## src/rtl/store_buffer.sv

```systemverilog
// Store buffer between the MEM stage and data_memory: queues stores, drains them when the port is idle.
// Latency: loads 0 cycles (combinational), stores reach memory at the earliest one edge after acceptance.
// Backpressure: stall on load/pending-store overlap, on fence with stores pending, or on a store into a full queue with no drain.
// Optional feature: define STORE_BUFFER_FWD_EN to forward load data from a pending SW.
module store_buffer #(
  parameter int DEPTH = 4
) (
  input  logic        clk,
  input  logic        rst_n,
  input  logic        req_valid,
  input  logic        req_write,
  input  logic        req_read,
  input  logic [2:0]  req_funct3,
  input  logic [31:0] req_addr,
  input  logic [31:0] req_wdata,
  input  logic        fence,
  output logic [31:0] load_data,
  output logic        stall,
  output logic        misaligned,
  output logic        empty,
  output logic        mem_write,
  output logic        mem_read,
  output logic [2:0]  funct3,
  output logic [31:0] addr,
  output logic [31:0] write_data,
  input  logic [31:0] read_data
);

  localparam int AW = $clog2(DEPTH);
  localparam int CW = AW + 1;

  // Queue storage: one {addr, wdata, funct3} triple per entry
  logic [31:0]   entry_addr [DEPTH];
  logic [31:0]   entry_data [DEPTH];
  logic [2:0]    entry_f3   [DEPTH];
  logic [AW-1:0] head;
  logic [AW-1:0] tail;
  logic [CW-1:0] count;

  logic          is_store;
  logic          is_load;
  logic          bad_align;
  logic          full;
  logic          hit;
  logic [AW-1:0] idx;
  logic          fwd_ok;
  logic [31:0]   fwd_data;
  logic          load_go;
  logic          load_mem;
  logic          load_fwd;
  logic          load_hazard;
  logic          store_go;
  logic          pop;
  logic          push;

  assign is_store  = req_valid & req_write;
  assign is_load   = req_valid & req_read;
  // Halfwords need addr[0]=0, words need addr[1:0]=0; bytes are always aligned
  assign bad_align = ((req_funct3[1:0] == 2'b01) & req_addr[0]) |
                     ((req_funct3[1:0] == 2'b10) & (req_addr[1:0] != 2'b00));
  assign misaligned = (is_store | is_load) & bad_align;
  assign full       = (count == CW'(DEPTH));
  assign empty      = (count == '0);

`ifdef STORE_BUFFER_FWD_EN
  logic [AW-1:0] young;

  // Pick the requested byte/halfword/word out of a stored word and extend it
  function automatic logic [31:0] extract(input logic [31:0] w, input logic [1:0] off,
                                          input logic [2:0] f3);
    logic [31:0] s;
    s = w >> {off, 3'b000};
    case (f3[1:0])
      2'b00:   extract = f3[2] ? {24'h0, s[7:0]}  : {{24{s[7]}}, s[7:0]};
      2'b01:   extract = f3[2] ? {16'h0, s[15:0]} : {{16{s[15]}}, s[15:0]};
      default: extract = w;
    endcase
  endfunction
`endif

  // Word-granular overlap scan, oldest to youngest so the last match is the youngest
  always_comb begin
    hit = 1'b0;
    idx = '0;
`ifdef STORE_BUFFER_FWD_EN
    young = '0;
`endif
    for (int i = 0; i < DEPTH; i++) begin
      idx = head + AW'(i);
      if ((CW'(i) < count) && (entry_addr[idx][31:2] == req_addr[31:2])) begin
        hit = 1'b1;
`ifdef STORE_BUFFER_FWD_EN
        young = idx;
`endif
      end
    end
  end

`ifdef STORE_BUFFER_FWD_EN
  // Only a full-word store is guaranteed to cover every byte the load can ask for
  assign fwd_ok   = hit & (entry_f3[young] == 3'b010);
  assign fwd_data = extract(entry_data[young], req_addr[1:0], req_funct3);
`else
  assign fwd_ok   = 1'b0;
  assign fwd_data = '0;
`endif

  // Request classification and port arbitration; loads win the memory port
  always_comb begin
    load_go     = is_load & ~bad_align;
    load_mem    = load_go & ~hit;
    load_fwd    = load_go & hit & fwd_ok;
    load_hazard = load_go & hit & ~fwd_ok;
    store_go    = is_store & ~bad_align;
    pop         = ~empty & ~load_mem;
    stall       = load_hazard | (fence & ~empty) | (store_go & full & ~pop);
    push        = store_go & ~stall;
  end

  // Memory port and load result; everything idles to zero when unused
  always_comb begin
    mem_write  = pop;
    mem_read   = load_mem;
    addr       = '0;
    funct3     = '0;
    write_data = '0;
    load_data  = '0;
    if (pop) begin
      addr       = entry_addr[head];
      funct3     = entry_f3[head];
      write_data = entry_data[head];
    end else if (load_mem) begin
      addr   = req_addr;
      funct3 = req_funct3;
    end
    if (load_mem) begin
      load_data = read_data;
    end else if (load_fwd) begin
      load_data = fwd_data;
    end
  end

  // Entry storage is written on accept; contents are don't-care until counted valid
  always_ff @(posedge clk) begin
    if (push) begin
      entry_addr[tail] <= req_addr;
      entry_data[tail] <= req_wdata;
      entry_f3[tail]   <= req_funct3;
    end
  end

  // Pointers and occupancy; reset discards anything still pending
  always_ff @(posedge clk or negedge rst_n) begin
    if (!rst_n) begin
      head  <= '0;
      tail  <= '0;
      count <= '0;
    end else begin
      if (push) tail <= tail + 1'b1;
      if (pop)  head <= head + 1'b1;
      case ({push, pop})
        2'b10:   count <= count + 1'b1;
        2'b01:   count <= count - 1'b1;
        default: count <= count;
      endcase
    end
  end

endmodule

```

## config.mk

```make
export PLATFORM = sky130hd
export DESIGN_NAME = store_buffer
export DESIGN_NICKNAME = d
export VERILOG_FILES = /design/src/rtl/store_buffer.sv
export SDC_FILE = /design/constraint.sdc
export NUM_CORES = 1
export LEC_CHECK = 0
export ABC_CLOCK_PERIOD_IN_PS = 10300
export CAP_MARGIN = 10
export CORE_ASPECT_RATIO = 1.4
export CORE_MARGIN = 3
export CORE_UTILIZATION = 57
export CTS_CLUSTER_SIZE = 25
export DETAILED_ROUTE_END_ITERATION = 7
export GPL_ROUTABILITY_DRIVEN = 0
export PLACE_DENSITY = 0.78
export SLEW_MARGIN = 25
export SYNTH_ARGS = -nofsm -noshare
export SYNTH_HDL_FRONTEND = slang
export SYNTH_SLANG_ARGS = --single-unit
```

## constraint.sdc

```tcl
create_clock -name clk -period 10.3 [get_ports clk]
set_clock_uncertainty 0.05 [all_clocks]
set_input_delay 1.03 -clock clk [delete_from_list [all_inputs] [get_ports clk]]
set_output_delay 1.03 -clock clk [all_outputs]
set_load 0.03 [all_outputs]
```

==> qor.yml <==
routing:
  drt_wl_total_um: 45800
  antenna_left: 0
  wire_per_inst_um: 26.0
  drc: 24
  drt-initial-drc-count: 1386
  vias_per_cell: 6.56
  vias: 11500
  first_pass_iters: 8
grt:
  grt_pass1_vias: 11400
  grt_max_degree: 106
  antenna_found_initial: 1
  grt_pass1_wl_um: 69100
  overflow: 0
  grt_usage: 0.297
logic_synthesis:
  syn-instance-count: 1206
  ys_seq_area_frac: 0.506
  syn-cell-area_mm2: 0.0163
  avgSynthCellArea_um2: 13.5
  synthFlopType: "edfxtp_1"
  ys_async_sr_fraction: 0.0255
  ys_ff_latch: 275
  yosys_warnings: 0
  synth.net_count: 1320
  synth_cell_types: 82
  synth-edff-count: 268
cts:
  numClockSinks: 275
  root_buffer: "clkbuf_16"
  cts-htree-levels: 1
  cts_setup_buffers: 0
  cts_tree: "built"
  cts.clk_slew.worst_paths_ns: 0.06
  numCtsBuffers: 27
  cts_resized: 0
  clk_latency_ns: 0.55
  cts_hold_buf: 0
  cts.path.max_buffers: 3
die:
  rows: 72
  pin_count: 209
  core_mm2: 0.0278
  dieArea_mm2: 0.0306
  initial_core_util: 0.584
  die_x_um: 149
  fp.dieH_um: 206
finish:
  nets: 1481
  layout.area.seq_mm2: 0.00823
  layout.cells.non_filler: 1757
  syn2layout_area_growth_pct: 19.1
  final_layout_size_suffix_gt1_frac: 0.136
  multi_input_area_mm2: 0.00743
  fill_cells: 1918
critical_path:
  path_class: "reg -> out"
  cp_max_fo: 82
  end_kind: "output pin"
  arrival_ns: 6.59
  required_ns: 9.22
  cp-start-kind: "register"
  r2r_slack_ns: 4.21
placement:
  port_buffers: 208
  dp_cells: 1708
  dp_hpwl_um: 31300
sta:
  hold_violations: 0
  slew_violations: 0
  rsz0062_at_grt: "false"
  slew_headroom: 0.302
  tightestPinTransition_ns: 1.02
  fmax_mhz: 130
  min_period_ns: 7.67
  setup_viol: 0
  fin_crit_sh: 0.745
  tns_ns: 0
run:
  maxCapViolCount: 0
outcome:
  violations: "DRC"
  run_status: "finished with violations"
power:
  powerDensity_mw_per_mm2: 270
  ir_worst_vdd_uv: 238
  power.leakage_nw: 6.52
hold_path:
  min_path_type: "reg -> reg"
## cells by family (layout without fill, tap and decap cells)
family                     after synthesis  count (layout)  synth area share
and+or+nand+nor                        314             314             0.109
xor gates and xnor gates               101             101            0.0544
other                                    0               1                 0
DFF                                    275             275             0.506
AOI/OAI and AO/OA                      139             139            0.0662
adders and majority gates                9               9           0.00693
muxes                                  246             246             0.219
buffers and inverters                  122             302            0.0389
## sequential cells by signal, summed over array words and instances, names as in the netlist
name and flops:
entry_addr 128, count 3, entry_f3 12, head 2
tail 2, entry_data 128
## area by class of cell
cell class,count,share of cell area
sequential,275,0.425
timing repair buffer,226,0.116
antenna,1,0.000129
multi-input combinational,809,0.384
tap,370,0.0239
clock buffer,32,0.0359
clock inverter,16,0.00924
inverter,28,0.00543
## Yosys cell counts, types with 4 or more instances
| cell type | instances | area, um2 |
|---|---|---|
| edfxtp_1 | 268 | 8050 |
| mux2i_1 | 131 | 1310 |
| xnor2_1 | 88 | 771 |
| nand2_1 | 86 | 323 |
| mux4_2 | 82 | 1850 |
| clkbuf_1 | 49 | 184 |
| and2_1 | 36 | 225 |
| nor3b_1 | 36 | 270 |
| nor2_1 | 30 | 113 |
| inv_1 | 27 | 101 |
| mux2_2 | 25 | 282 |
| nand4_1 | 25 | 156 |
| buf_2 | 19 | 95.1 |
| o21ai_0 | 19 | 95.1 |
| a21oi_1 | 17 | 85.1 |
| nand2b_1 | 17 | 106 |
| and3_1 | 14 | 87.6 |
| buf_6 | 14 | 158 |
| xor2_1 | 13 | 114 |
| nor4_1 | 12 | 75.1 |
| nand3_1 | 11 | 55.1 |
| nor2b_1 | 10 | 62.6 |
| o22ai_1 | 10 | 62.6 |
| buf_4 | 9 | 67.6 |
| ha_1 | 9 | 113 |
| a22oi_1 | 8 | 60.1 |
| o211ai_1 | 8 | 60.1 |
| dfrtp_1 | 7 | 175 |
| a211oi_1 | 6 | 45.0 |
| mux2_4 | 6 | 90.1 |
| nor3_1 | 6 | 30.0 |
| o2bb2ai_1 | 6 | 52.6 |
| o221ai_1 | 5 | 43.8 |
| a21o_1 | 4 | 30.0 |
| a221oi_1 | 4 | 35.0 |
| a2bb2oi_1 | 4 | 35.0 |
| o31ai_1 | 4 | 30.0 |
| or2_2 | 4 | 25.0 |
| or3_1 | 4 | 25.0 |
## power by group
group | internal (W) | switching (W)
Sequential | 0.00130 | 0.000112
Combinational | 0.00121 | 0.00162
Clock | 0.000578 | 0.000407
Total | 0.00309 | 0.00213
## cell usage in the layout, fill, tap and decap left out, types with 9 or more instances in the layout
cell type	count
a21oi_1	17
and2_1	36
and3_1	14
buf_4	14
clkbuf_16	27
clkdlybuf4s50_1	208
edfxtp_1	268
ha_1	9
inv_1	27
mux2_2	25
mux2i_1	131
mux4_2	82
nand2_1	86
nand2b_1	17
nand3_1	11
nand4_1	25
nor2_1	30
nor2b_1	10
nor3b_1	32
nor4_1	12
o21ai_0	19
o22ai_1	10
xnor2_1	88
xor2_1	13
## per-layer routing
metal,wire length (um),vias to the layer above,global-route usage
met2,22200,674,0.477
li1,-,5026,-
met5,0,-,0
met4,2880,0,0.162
met3,4140,181,0.0687
met1,16500,5643,0.374
## worst max-delay path, cell delays in order, from the launching register on
cell and delay (ns):
dfrtp_4 0.93, buf_4 0.74, mux2i_1 0.55, o22ai_1 0.19, a2111oi_2 0.78, o2bb2ai_1 0.17
nor4_1 0.59, a22o_2 0.34, nor3_4 0.11, buf_8 0.19, buf_12 0.21, mux2i_1 0.35
clkdlybuf4s50_1 0.76
## through the flow
stage / util / hold slack (ns) / worst slack (ns) / area [um2] / power, W
after floorplan: - / 0.475 / 2.19 / 16300 / 0.00339
after global placement: 0.663 / 0.514 / 3.50 / 18500 / 0.00418
after detailed placement: 0.664 / 0.529 / 3.39 / 18500 / 0.00420
after CTS: 0.695 / 0.543 / 2.78 / 19300 / 0.00519
after global routing: 0.696 / 0.602 / 2.38 / 19400 / 0.00544
final: 0.696 / 0.557 / 2.63 / 19400 / 0.00522
## worst paths after layout
check / startpoint / to / depth (start not counted)
min in group asynchronous: rst_n / count[2] / 1
min reg2reg: count[1] / count[1] / 2
max: head[1] / addr[17] / 12
min: count[1] / count[1] / 2
max reg2reg: head[1] / count[2] / 15
max in group asynchronous: rst_n / head[1] / 1
Power figures use the tool's default switching activity.
